[src/rtl/rx_cmd_parser.sv]
// UART byte-stream command parser: assembles AA/BB/CC/DD frames into
// register-file and ALU strobes, with command, address and timeout checking.
module rx_cmd_parser #(
    parameter int ADDR_W   = 4,
    parameter int TIMEOUT  = 2048,
    parameter int OPA_ADDR = 0,
    parameter int OPB_ADDR = 1
) (
    input  logic              CLK,
    input  logic              RST,
    input  logic [7:0]        P_DATA,
    input  logic              DATA_VALID,
    output logic              RF_WrEn,
    output logic              RF_RdEn,
    output logic [ADDR_W-1:0] RF_Address,
    output logic [7:0]        RF_WrData,
    output logic              ALU_EN,
    output logic [3:0]        ALU_FUN,
    output logic              BUSY,
    output logic              CMD_ERR,
    output logic              FRAME_ERR
);

    localparam int CNT_W = $clog2(TIMEOUT + 1);
    localparam logic [CNT_W-1:0]  CNT_LAST = CNT_W'(TIMEOUT - 1);
    localparam logic [ADDR_W-1:0] A_OPA    = ADDR_W'(OPA_ADDR);
    localparam logic [ADDR_W-1:0] A_OPB    = ADDR_W'(OPB_ADDR);

    typedef enum logic [2:0] {
        S_IDLE,
        S_WR_ADDR,
        S_WR_DATA,
        S_RD_ADDR,
        S_OPA,
        S_OPB,
        S_ALU_FUN
    } state_t;

    state_t            r_state;
    logic [CNT_W-1:0]  r_cnt;
    logic [ADDR_W-1:0] r_wr_addr;
    logic [7:0]        w_addr_hi;
    logic              w_addr_ok;

    assign w_addr_hi = P_DATA >> ADDR_W;
    assign w_addr_ok = (w_addr_hi == 8'd0);

    always_ff @(posedge CLK) begin
        if (RST) begin
            r_state    <= S_IDLE;
            r_cnt      <= '0;
            r_wr_addr  <= '0;
            RF_WrEn    <= 1'b0;
            RF_RdEn    <= 1'b0;
            RF_Address <= '0;
            RF_WrData  <= '0;
            ALU_EN     <= 1'b0;
            ALU_FUN    <= '0;
            BUSY       <= 1'b0;
            CMD_ERR    <= 1'b0;
            FRAME_ERR  <= 1'b0;
        end else begin
            RF_WrEn   <= 1'b0;
            RF_RdEn   <= 1'b0;
            ALU_EN    <= 1'b0;
            CMD_ERR   <= 1'b0;
            FRAME_ERR <= 1'b0;
            if (DATA_VALID) begin
                // A byte always wins over an expiring timeout.
                r_cnt <= '0;
                unique case (r_state)
                    S_IDLE: begin
                        case (P_DATA)
                            8'hAA: begin r_state <= S_WR_ADDR; BUSY <= 1'b1; end
                            8'hBB: begin r_state <= S_RD_ADDR; BUSY <= 1'b1; end
                            8'hCC: begin r_state <= S_OPA;     BUSY <= 1'b1; end
                            8'hDD: begin r_state <= S_ALU_FUN; BUSY <= 1'b1; end
                            default: CMD_ERR <= 1'b1;
                        endcase
                    end
                    S_WR_ADDR: begin
                        if (w_addr_ok) begin
                            r_wr_addr <= P_DATA[ADDR_W-1:0];
                            r_state   <= S_WR_DATA;
                        end else begin
                            FRAME_ERR <= 1'b1;
                            r_state   <= S_IDLE;
                            BUSY      <= 1'b0;
                        end
                    end
                    S_WR_DATA: begin
                        RF_WrEn    <= 1'b1;
                        RF_Address <= r_wr_addr;
                        RF_WrData  <= P_DATA;
                        r_state    <= S_IDLE;
                        BUSY       <= 1'b0;
                    end
                    S_RD_ADDR: begin
                        if (w_addr_ok) begin
                            RF_RdEn    <= 1'b1;
                            RF_Address <= P_DATA[ADDR_W-1:0];
                        end else begin
                            FRAME_ERR <= 1'b1;
                        end
                        r_state <= S_IDLE;
                        BUSY    <= 1'b0;
                    end
                    S_OPA: begin
                        RF_WrEn    <= 1'b1;
                        RF_Address <= A_OPA;
                        RF_WrData  <= P_DATA;
                        r_state    <= S_OPB;
                    end
                    S_OPB: begin
                        RF_WrEn    <= 1'b1;
                        RF_Address <= A_OPB;
                        RF_WrData  <= P_DATA;
                        r_state    <= S_ALU_FUN;
                    end
                    S_ALU_FUN: begin
                        ALU_EN  <= 1'b1;
                        ALU_FUN <= P_DATA[3:0];
                        r_state <= S_IDLE;
                        BUSY    <= 1'b0;
                    end
                    default: begin
                        r_state <= S_IDLE;
                        BUSY    <= 1'b0;
                    end
                endcase
            end else if (r_state != S_IDLE) begin
                if (r_cnt == CNT_LAST) begin
                    FRAME_ERR <= 1'b1;
                    r_state   <= S_IDLE;
                    BUSY      <= 1'b0;
                    r_cnt     <= '0;
                end else begin
                    r_cnt <= r_cnt + 1'b1;
                end
            end else begin
                r_cnt <= '0;
            end
        end
    end

endmodule

[config.mk]
export PLATFORM = sky130hd
export DESIGN_NAME = rx_cmd_parser
export DESIGN_NICKNAME = d
export VERILOG_FILES = /design/src/rtl/rx_cmd_parser.sv
export SDC_FILE = /design/constraint.sdc
export NUM_CORES = 1
export LEC_CHECK = 0
export ABC_AREA = 1
export CAP_MARGIN = 15
export CORE_UTILIZATION = 56
export CTS_CLUSTER_SIZE = 30
export DETAILED_ROUTE_END_ITERATION = 6
export PLACE_DENSITY = 0.94
export SYNTH_ARGS = -nofsm -noshare
export SYNTH_HDL_FRONTEND = slang
export SYNTH_SLANG_ARGS = --single-unit
[constraint.sdc]
create_clock -name CLK -period 3.9 [get_ports CLK]
set_input_delay 1.17 -clock CLK [delete_from_list [all_inputs] [get_ports CLK]]
set_output_delay 1.17 -clock CLK [all_outputs]
set_load 0.005 [all_outputs]
==> impl_metrics.yaml <==
run_status:
  status: "complete, no violations"
synthesis:
  yosysTopAreaCell: "dfxtp_1"
  synth_cells: 259
  synthFlopType: "dfxtp_1"
  synth_area_per_cell_um2: 7.33
  syn-num-nets: 271
  ys_types: 28
  ys_seq_area_share_pct: 43.2
  synth_area_leaders: "dfxtp_1 43%, nand2_1 9.9%, nor2_1 7.7%, inv_1 6.3%, o21ai_0 5.3%"
  yosysWarningCount: 0
  synth_top_family_by_area: "simple AND/OR/NAND/NOR gates"
  synthAdderAreaFrac_pct: 0.659
  synth_area_mm2: 0.00190
  yosysMostFrequentCell: "nand2_1"
  synth_common_cells: "50 x nand2_1, 41 x dfxtp_1, 39 x nor2_1"
  ys_ff_latch: 41
  yosys.area_share.simple_pct: 28.8
  synth.top_cell.area_share_pct: 43.2
  synth_edf_count: 0
  synth_mux_area_share_pct: 0
  synth_compound_area_share_pct: 15.5
  async_reset_ff_share_pct: 0
  synth_xor_area_share_pct: 2.77
clock_tree:
  post_cts.repair.setup_buffers: 0
  cts_sinks: 41
  htree_levels: 2
  cts_max_path_buffers: 2
  root_buffer: "clkbuf_4"
  cts_resized: 0
  path_clk_slew_ps: 120
  cts_made_buffers: 5
  cts_hold_buffers: 0
  cts_tree: "yes"
  clkLatencyLatePin_ps: 350
grt:
  grt_pass1_vias: 1581
  antenna_found_initial: 0
  grt_pass1_wl_um: 6590
  grt.overflow.total: 0
  grt_max_degree: 23
  track_usage_pct: 24.7
worst_setup_path:
  crit_chain: "clkdlybuf4s50_1 -> nor3_2 -> nand2_1 -> a21oi_1 -> o21a_1"
  cp_slowest_stage_delay_ps: 560
  crit_path_start_kind: "input pin"
  r2r-end: "r_cnt[9]$_SDFF_PP0_"
  reg2reg_from: "r_cnt[0]$_SDFF_PP0_"
  reg2reg_depth: 9
  crit_family: "simple AND/OR/NAND/NOR gates"
  cp.arrival_ps: 2730
  cp.depth: 5
  crit_slowest_cell: "clkdlybuf4s50_1"
  critical_path_class: "in -> reg"
  crit_start: "DATA_VALID"
  endpoint: "r_cnt[9]$_SDFF_PP0_"
  rrSetupSlack_ps: 1980
  endpoint_kind: "flop"
  worst-path-buf-inv: 1
  worstPathRequired_ps: 4210
  worstPathMaxFanout: 12
floorplan:
  num_rows: 20
  die_w_um: 60.2
  core_area_mm2: 0.00313
  dieArea_mm2: 0.00363
  start_util_pct: 60.7
  die_h_um: 60.2
  ios: 33
placement:
  gp_congestion: 0.915
  port_buffers: 32
  dp_hpwl_um: 2890
power_and_ir_drop:
  irDropWorstVdd_mv: 0.211
  p_per_area_mw_per_mm2: 333
  p_leak_nw: 0.928
drt:
  drt_iter0_drc: 88
  viasPerCell: 5.12
  antenna_left: 0
  vias: 1729
  dr.pass1.iters: 6
  wl_per_cell_um: 11.7
  drcViolationCount: 0
  finalWirelength_um: 3960
timing:
  slew_headroom_pct: 63.3
  finalSetupTns_ps: 0
  final_max_slew_viol_count: 0
  tightest_slew_ps: 550
  fmax_mhz: 414
  hold_violations: 0
  holdWs_ps: 457
  setup_violations: 0
  post-route-period-util_pct: 62.0
  fin_crit_ps: 2420
  fin_skew_ps: 11.9
  rsz0062_at_grt: "no"
layout:
  antennaDiodeCount: 0
  area_delta_synth_final_pct: 22.5
  drive_above_1_share_pct: 12.9
  nets: 305
hold_path:
  hp-class: "reg -> reg"
run:
  cap_violations: 0
## worst register-to-register path, stage by stage, from the launching register on
cell     delay, ps
dfxtp_1        400
ha_1           180
nand2_1         70
nor2_1         250
nand2_1        140
inv_1          130
nand2_1         60
nand2_1        400
a21oi_1         80
o21a_1         120
## registers in the layout, summed over array words and instances (netlist names)
name	count
ALU_FUN	4
RF_Address	4
r_cnt	12
ALU_EN	1
CMD_ERR	1
r_state	3
r_wr_addr	4
FRAME_ERR	1
RF_RdEn	1
RF_WrEn	1
RF_WrData	8
BUSY	1
## metal layers
| layer | part of all wire [%] | up-vias | GRT usage, % |
|---|---|---|---|
| met5 | 0 | - | 0 |
| met1 | 44 | 768 | 29.2 |
| met3 | 7.1 | 9 | 7.79 |
| li1 | - | 889 | - |
| met2 | 47 | 63 | 41.0 |
| met4 | 1.7 | 0 | 10.3 |
## power breakdown
part / leakage [nW] / internal [W] / switching (W) / total, W
sequential: 0.331 / 0.000423 / 0.00000289 / 0.000426
combinational: 0.551 / 0.0000256 / 0.0000370 / 0.0000625
clock: 0.0455 / 0.000153 / 0.000132 / 0.000285
## worst min-delay path by stage
stage	startpoint	end	cells after the start
finish	r_wr_addr[1]$_SDFFE_PP0N_	r_wr_addr[1]$_SDFFE_PP0N_	2
global route	r_wr_addr[1]$_SDFFE_PP0N_	r_wr_addr[1]$_SDFFE_PP0N_	2
CTS	r_wr_addr[1]$_SDFFE_PP0N_	r_wr_addr[1]$_SDFFE_PP0N_	2
detailed placement	RF_WrData[1]$_SDFFE_PP0P_	RF_WrData[1]$_SDFFE_PP0P_	2
global placement	r_wr_addr[3]$_SDFFE_PP0N_	r_wr_addr[3]$_SDFFE_PP0N_	2
floorplan	r_wr_addr[3]$_SDFFE_PP0N_	r_wr_addr[3]$_SDFFE_PP0N_	2
## stage by stage
stage | worst slack (ps) | instances | power [W] | cell area (um2) | util (%)
2_1_floorplan | 1920 | 259 | 0.000471 | 1900 | -
3_3_place_gp | 1160 | 330 | 0.000495 | 2240 | 71.6
3_5_place_dp | 1120 | 330 | 0.000497 | 2240 | 71.6
4_1_cts | 1490 | 338 | 0.000779 | 2330 | 74.4
5_1_grt | 1390 | 338 | 0.000803 | 2330 | 74.4
6_report | 1480 | 338 | 0.000774 | 2330 | 74.4
## logic make-up after synthesis
group / after synthesis
AND/OR/NAND/NOR: 122
AO/OA/AOI/OAI: 47
buffers and inverters: 42
flip-flops: 41
XOR/XNOR: 6
adder cells (fa/ha/maj): 1
## cells in the final DEF (no fill, tap or decap)
| master | count |
|---|---|
| nand2_1 | 50 |
| dfxtp_1 | 41 |
| nor2_1 | 39 |
| inv_1 | 32 |
| clkdlybuf4s50_1 | 32 |
| o21ai_0 | 20 |
| a21oi_1 | 14 |
| nand3_1 | 11 |
| nor2_2 | 7 |
| a21oi_2 | 7 |
| inv_2 | 5 |
| nand2_2 | 5 |
| clkbuf_4 | 5 |
| xor2_1 | 4 |
| nand4_1 | 2 |
| nand3_2 | 2 |
| o21ai_4 | 2 |
| nor3_1 | 2 |
| xnor2_1 | 2 |
| o22ai_1 | 1 |
| o21ai_2 | 1 |
| nor3_2 | 1 |
| nor3_4 | 1 |
| nor4_1 | 1 |
| o21a_1 | 1 |
| nor3b_1 | 1 |
| o21bai_1 | 1 |
| ha_1 | 1 |
| clkbuf_1 | 1 |
| clkbuf_8 | 1 |
| bufinv_16 | 1 |
## area by class of cell
type                    instances  area (um2)
clock buffers                   7        55.1
fillers                       233         802
inverters                      37         139
repair buffers                 32         320
clock inverters                 1        30.0
multi-input cells             176         906
flip-flops and latches         41         821
well taps                      44        55.1
No activity file was read; power rests on OpenSTA's default activity.
